$ cat config.mk
export PLATFORM = sky130hd
export DESIGN_NAME = sync_coord_tracker
export DESIGN_NICKNAME = d
export VERILOG_FILES = /design/src/rtl/sync_coord_tracker.sv
export SDC_FILE = /design/constraint.sdc
export NUM_CORES = 1
export LEC_CHECK = 0
export BUFFER_PORTS_ARGS = -buffer_cell sky130_fd_sc_hd__clkbuf_2
export CAP_MARGIN = 20
export CORE_MARGIN = 1
export CORE_UTILIZATION = 61
export DETAILED_ROUTE_END_ITERATION = 10
export PLACE_DENSITY = 0.83
export REMOVE_ABC_BUFFERS = 1
export SETUP_SLACK_MARGIN = 0.02
export SLEW_MARGIN = 5
export SYNTH_ARGS = -nofsm -noshare
export SYNTH_HDL_FRONTEND = slang
export SYNTH_SLANG_ARGS = --single-unit
$ cat constraint.sdc
create_clock -name clock -period 4.99 [get_ports clock]
set_clock_uncertainty 0.2 [all_clocks]
set_input_delay 0.7485 -clock clock [delete_from_list [all_inputs] [get_ports clock]]
set_output_delay 0.7485 -clock clock [all_outputs]
set_load 0.02 [all_outputs]
$ cat src/rtl/sync_coord_tracker.sv
// Recovers frame-aligned raster coordinates (vcnt/hcnt) from level hsync/vsync,
// locking with a SEARCH/ACQUIRE/LOCKED FSM and counting timing mismatches.
module sync_coord_tracker #(
  parameter int FRAME_HEIGHT = 525,
  parameter int FRAME_WIDTH  = 800,
  parameter int ERR_BITW     = 8,
  localparam int V_BITW      = $clog2(FRAME_HEIGHT),
  localparam int H_BITW      = $clog2(FRAME_WIDTH)
) (
  input  logic                clock,
  input  logic                n_rst,
  input  logic                in_vsync,
  input  logic                in_hsync,
  output logic [V_BITW-1:0]   out_vcnt,
  output logic [H_BITW-1:0]   out_hcnt,
  output logic                out_locked,
  output logic                out_err,
  output logic [ERR_BITW-1:0] err_count,
  output logic [1:0]          out_dbg_state
);

  typedef enum logic [1:0] {
    ST_SEARCH  = 2'd0,
    ST_ACQUIRE = 2'd1,
    ST_LOCKED  = 2'd2
  } state_t;

  localparam logic [H_BITW-1:0]   H_LAST  = H_BITW'(FRAME_WIDTH - 1);
  localparam logic [V_BITW-1:0]   V_LAST  = V_BITW'(FRAME_HEIGHT - 1);
  localparam logic [ERR_BITW-1:0] ERR_MAX = '1;

  state_t              r_state;
  logic                r_prev_h;
  logic                r_prev_v;
  logic [V_BITW-1:0]   r_v;
  logic [H_BITW-1:0]   r_h;
  logic [V_BITW-1:0]   r_vcnt;
  logic [H_BITW-1:0]   r_hcnt;
  logic                r_locked;
  logic                r_err;
  logic [ERR_BITW-1:0] r_err_count;

  logic              w_hrise;
  logic              w_vrise;
  logic [V_BITW-1:0] w_pv;
  logic [H_BITW-1:0] w_ph;
  logic              w_origin;
  logic              w_h_mis;
  logic              w_v_mis;
  logic [V_BITW-1:0] w_next_v;
  logic [H_BITW-1:0] w_next_h;

  always_comb begin
    w_hrise = in_hsync & ~r_prev_h;
    w_vrise = in_vsync & ~r_prev_v;
    w_ph    = (r_h == H_LAST) ? '0 : r_h + 1'b1;
    w_pv    = r_v;
    if (r_h == H_LAST) begin
      w_pv = (r_v == V_LAST) ? '0 : r_v + 1'b1;
    end
    w_origin = (w_pv == '0) && (w_ph == '0);
    // A line start must coincide exactly with an hsync rising edge.
    w_h_mis  = w_hrise ^ (w_ph == '0);
    w_v_mis  = w_vrise & ~w_origin;
    // Any vsync rise outside SEARCH redefines the current sample as (0,0).
    w_next_v = w_vrise ? '0 : w_pv;
    w_next_h = w_vrise ? '0 : w_ph;
  end

  always_ff @(posedge clock or negedge n_rst) begin
    if (!n_rst) begin
      r_state     <= ST_SEARCH;
      r_prev_h    <= 1'b1;
      r_prev_v    <= 1'b1;
      r_v         <= '0;
      r_h         <= '0;
      r_vcnt      <= '0;
      r_hcnt      <= '0;
      r_locked    <= 1'b0;
      r_err       <= 1'b0;
      r_err_count <= '0;
    end else begin
      r_prev_h <= in_hsync;
      r_prev_v <= in_vsync;
      r_err    <= 1'b0;
      case (r_state)
        ST_SEARCH: begin
          r_locked <= 1'b0;
          if (w_vrise) begin
            r_state <= ST_ACQUIRE;
            r_v     <= '0;
            r_h     <= '0;
            r_vcnt  <= '0;
            r_hcnt  <= '0;
          end
        end
        ST_ACQUIRE: begin
          r_v    <= w_next_v;
          r_h    <= w_next_h;
          r_vcnt <= w_next_v;
          r_hcnt <= w_next_h;
          if (w_vrise) begin
            if (w_origin && !w_h_mis) begin
              r_state  <= ST_LOCKED;
              r_locked <= 1'b1;
            end else begin
              r_state  <= ST_ACQUIRE;
              r_locked <= 1'b0;
            end
          end else if (w_h_mis) begin
            r_state  <= ST_SEARCH;
            r_locked <= 1'b0;
          end else begin
            r_locked <= 1'b0;
          end
        end
        ST_LOCKED: begin
          r_v    <= w_next_v;
          r_h    <= w_next_h;
          r_vcnt <= w_next_v;
          r_hcnt <= w_next_h;
          if (w_h_mis || w_v_mis) begin
            r_err    <= 1'b1;
            r_locked <= 1'b0;
            if (r_err_count != ERR_MAX) begin
              r_err_count <= r_err_count + 1'b1;
            end
            r_state <= w_vrise ? ST_ACQUIRE : ST_SEARCH;
          end else begin
            r_locked <= 1'b1;
          end
        end
        default: begin
          r_state  <= ST_SEARCH;
          r_locked <= 1'b0;
        end
      endcase
    end
  end

  assign out_vcnt      = r_vcnt;
  assign out_hcnt      = r_hcnt;
  assign out_locked    = r_locked;
  assign out_err       = r_err;
  assign err_count     = r_err_count;
  assign out_dbg_state = r_state;

endmodule

==> impl_metrics.toml <==
[outcome]
status = "completed"

[routing]
vias = 2183
wl_per_cell_um = 15.85
via_per_inst = 6.459
firstDrtPassIters = 4
ant_nets = 0
wl_met2_mm = 2.478
top_layer = "met4"
m1WireLength_mm = 2.452
drtIter0Drc = 244
drt_wl_total_mm = 5.356
drc = 0
wl_met3_um = 299

[worst_setup_path]
critical_path_required_ns = 4.97
crit_arrival_ns = 3.32
regToRegSetupSlack_ns = 1.65
cp-start-kind = "flop"
cp_slowest_cell = "dfrtp_1"
end_kind = "flop"
worstReg2RegEnd = "out_dbg_state[1]$_DFFE_PN0P_"
cp_cell_sequence = "ha_1 -> and4_1 -> nand3_2 -> nor2_1 -> a22o_1 -> nor3b_1 -> o2111ai_1 -> buf_4 -> a21bo_1 -> a311o_1"
timing.critical_path.fanout_max = 9
critPathTopFamily = "simple AND/OR/NAND/NOR gates"
cp_slowest_stage_delay_ns = 0.45
path_buf_inv = 1
crit_type = "reg2reg"
reg2reg_depth = 10
reg2reg_from = "out_hcnt[0]$_DFFE_PN0P_"

[sta]
fin_crit_ns = 3.337
tightest_slew_ns = 0.8366
rsz0062_at_grt = "false"
finalMaxSlewViolations = 0
finalSetupTns_ns = 0
relSlewSlack_pct = 44.23
fin_crit_sh_pct = 66.87
hold_viol_final = 0
setup_viol = 0
fmax_mhz = 299.7

[layout]
diodes = 0
nets = 302
drive_above_1_share_pct = 20.69
fillers = 295
seqCellArea_um2 = 853.3
multi_input_area_um2 = 1373
area_growth_pct = 10.22
fin_cells = 338
final_cell_area_um2 = 2590

[placement]
place_hpwl_mm = 3.603
place_inst = 329
place.gp.congestion = 0.8926
port_buffers = 35
place_area_um2 = 2487

[logic_synthesis]
synthCells = 264
synthTopCellsByArea = "dfrtp_1 (34%), o21ai_0 (4.9%), ha_1 (4.8%), xnor2_1 (4.5%), nand2_1 (4.2%)"
synth_edf_count = 0
ys.flop_type = "dfrtp_1"
async_flop_share_pct = 100.0
synth_top_area_share_pct = 34.08
seq_area_frac_synth_pct = 36.32
ys_top_cells_by_count = "dfrtp_1 (32), nand2_1 (26), o21ai_0 (23)"
yosys.area.top_type = "dfrtp_1"
synth_seq_cells = 34
syn_area_um2 = 2350
yosys.cell_count.top_type = "dfrtp_1"
yosys_warnings = 0
syn_avg_cell_area_um2 = 8.901
synth.distinct_cells = 63

[global_routing]
grt_use_total_pct = 28.36
antenna_found_initial = 0
grt_pass1_vias = 1895
grt_overflow = 0
grt_max_degree = 35
grt_pass1_wl_mm = 8.901

[clock_tree]
holdBufCountCts = 0
post-cts-setup-buffers = 0
cts_inserted_buffers = 5
cts_tree = "built"
cts_max_path_buffers = 2
clkSlewWorstSetupHoldPaths_ns = 0.08
root_buffer = "clkbuf_8"
cts.sinks = 34
clock_latency_ns = 0.29
cts-resized-gates = 0
cts_max_level = 2

[power]
p_total_mw = 0.7233
leakagePower_nw = 1.157
peakVddDrop_uv = 280.9
power.density_nw_per_um2 = 279.3

[worst_hold_path]
worstHoldPathCells = 1
min_to = "err_count[6]$_DFFE_PN0P_"
hp-start = "err_count[6]$_DFFE_PN0P_"
min_path_type = "reg2reg"

[floorplan]
die_width_um = 64.07
rows = 22
initial_core_util_pct = 63.70
core_area_um2 = 3689
io_pins = 36
die-area_um2 = 4104
die_h_um = 64.07

[flow_run]
maxCapViolCount = 0
-- state kept, by name, summed over array words and instances, names as in the netlist --
signal / cells
err_count: 8
r_prev_v: 1
out_dbg_state: 2
r_prev_h: 1
out_hcnt: 10
out_err: 1
out_locked: 1
out_vcnt: 10
-- through the flow --
stage / hold slack, ns / util (%) / worst slack, ns
final: 0.2896 / 70.22 / 1.653
after global routing: 0.3033 / 70.22 / 1.383
after CTS: 0.2949 / 70.01 / 1.541
after detailed placement: 0.2855 / 67.44 / 1.586
after global placement: 0.2754 / 67.44 / 1.708
after floorplan: 0.2529 / - / 1.859
-- metal layers --
metal,GRT usage [%],vias up
met5,0,-
met4,12.50,0
met3,6.429,18
met2,42.95,89
met1,38.60,1056
li1,-,1020
-- worst max path at each step --
stage | slack (ns) | startpoint | depth (start not counted) | end
floorplan | 1.86 | out_hcnt[0]$_DFFE_PN0P_ | 9 | out_dbg_state[1]$_DFFE_PN0P_
global placement | 1.71 | out_hcnt[0]$_DFFE_PN0P_ | 9 | out_dbg_state[1]$_DFFE_PN0P_
detailed placement | 1.59 | out_hcnt[0]$_DFFE_PN0P_ | 9 | err_count[1]$_DFFE_PN0P_
CTS | 1.54 | out_hcnt[0]$_DFFE_PN0P_ | 9 | out_dbg_state[1]$_DFFE_PN0P_
global route | 1.38 | out_hcnt[0]$_DFFE_PN0P_ | 10 | out_dbg_state[1]$_DFFE_PN0P_
finish | 1.65 | out_hcnt[0]$_DFFE_PN0P_ | 10 | out_dbg_state[1]$_DFFE_PN0P_
-- kinds of logic (layout without fill, tap and decap cells) --
| logic type | Yosys count | in the layout | synth area share [%] |
|---|---|---|---|
| AND/OR/NAND/NOR | 107 | 107 | 26.46 |
| AO/OA/AOI/OAI | 72 | 72 | 20.61 |
| flip-flops | 34 | 34 | 36.32 |
| buffers and inverters | 25 | 51 | 5.272 |
| XOR/XNOR | 14 | 14 | 5.218 |
| adder cells (fa/ha/maj) | 9 | 9 | 4.792 |
| multiplexers | 3 | 3 | 1.331 |
-- area by class of cell --
class / instances / share of cell area, %
tap: 48 / 2.319
timing repair buffer: 36 / 7.053
clock buffer: 6 / 3.188
clock inverter: 2 / 0.4831
inverter: 7 / 1.014
sequential: 34 / 32.95
multi-input combinational: 205 / 53.00
-- where the power goes --
group | internal [mW] | switching, mW | leakage [nW] | total, mW
Clock | 0.111 | 0.107 | 0.0472 | 0.218
Combinational | 0.0617 | 0.133 | 0.648 | 0.195
Sequential | 0.290 | 0.0205 | 0.462 | 0.311
-- cells in the final DEF, fill, tap and decap left out, types with 7 or more instances in the layout --
cell      count
and3_1       10
clkbuf_2     35
inv_1         7
a21oi_1      13
xnor2_1      12
dfrtp_1      32
ha_1          9
o21ai_0      23
nor2_1       11
nand3_1      15
nand2_1      26
Note: power is estimated with default switching activity, not from simulation.
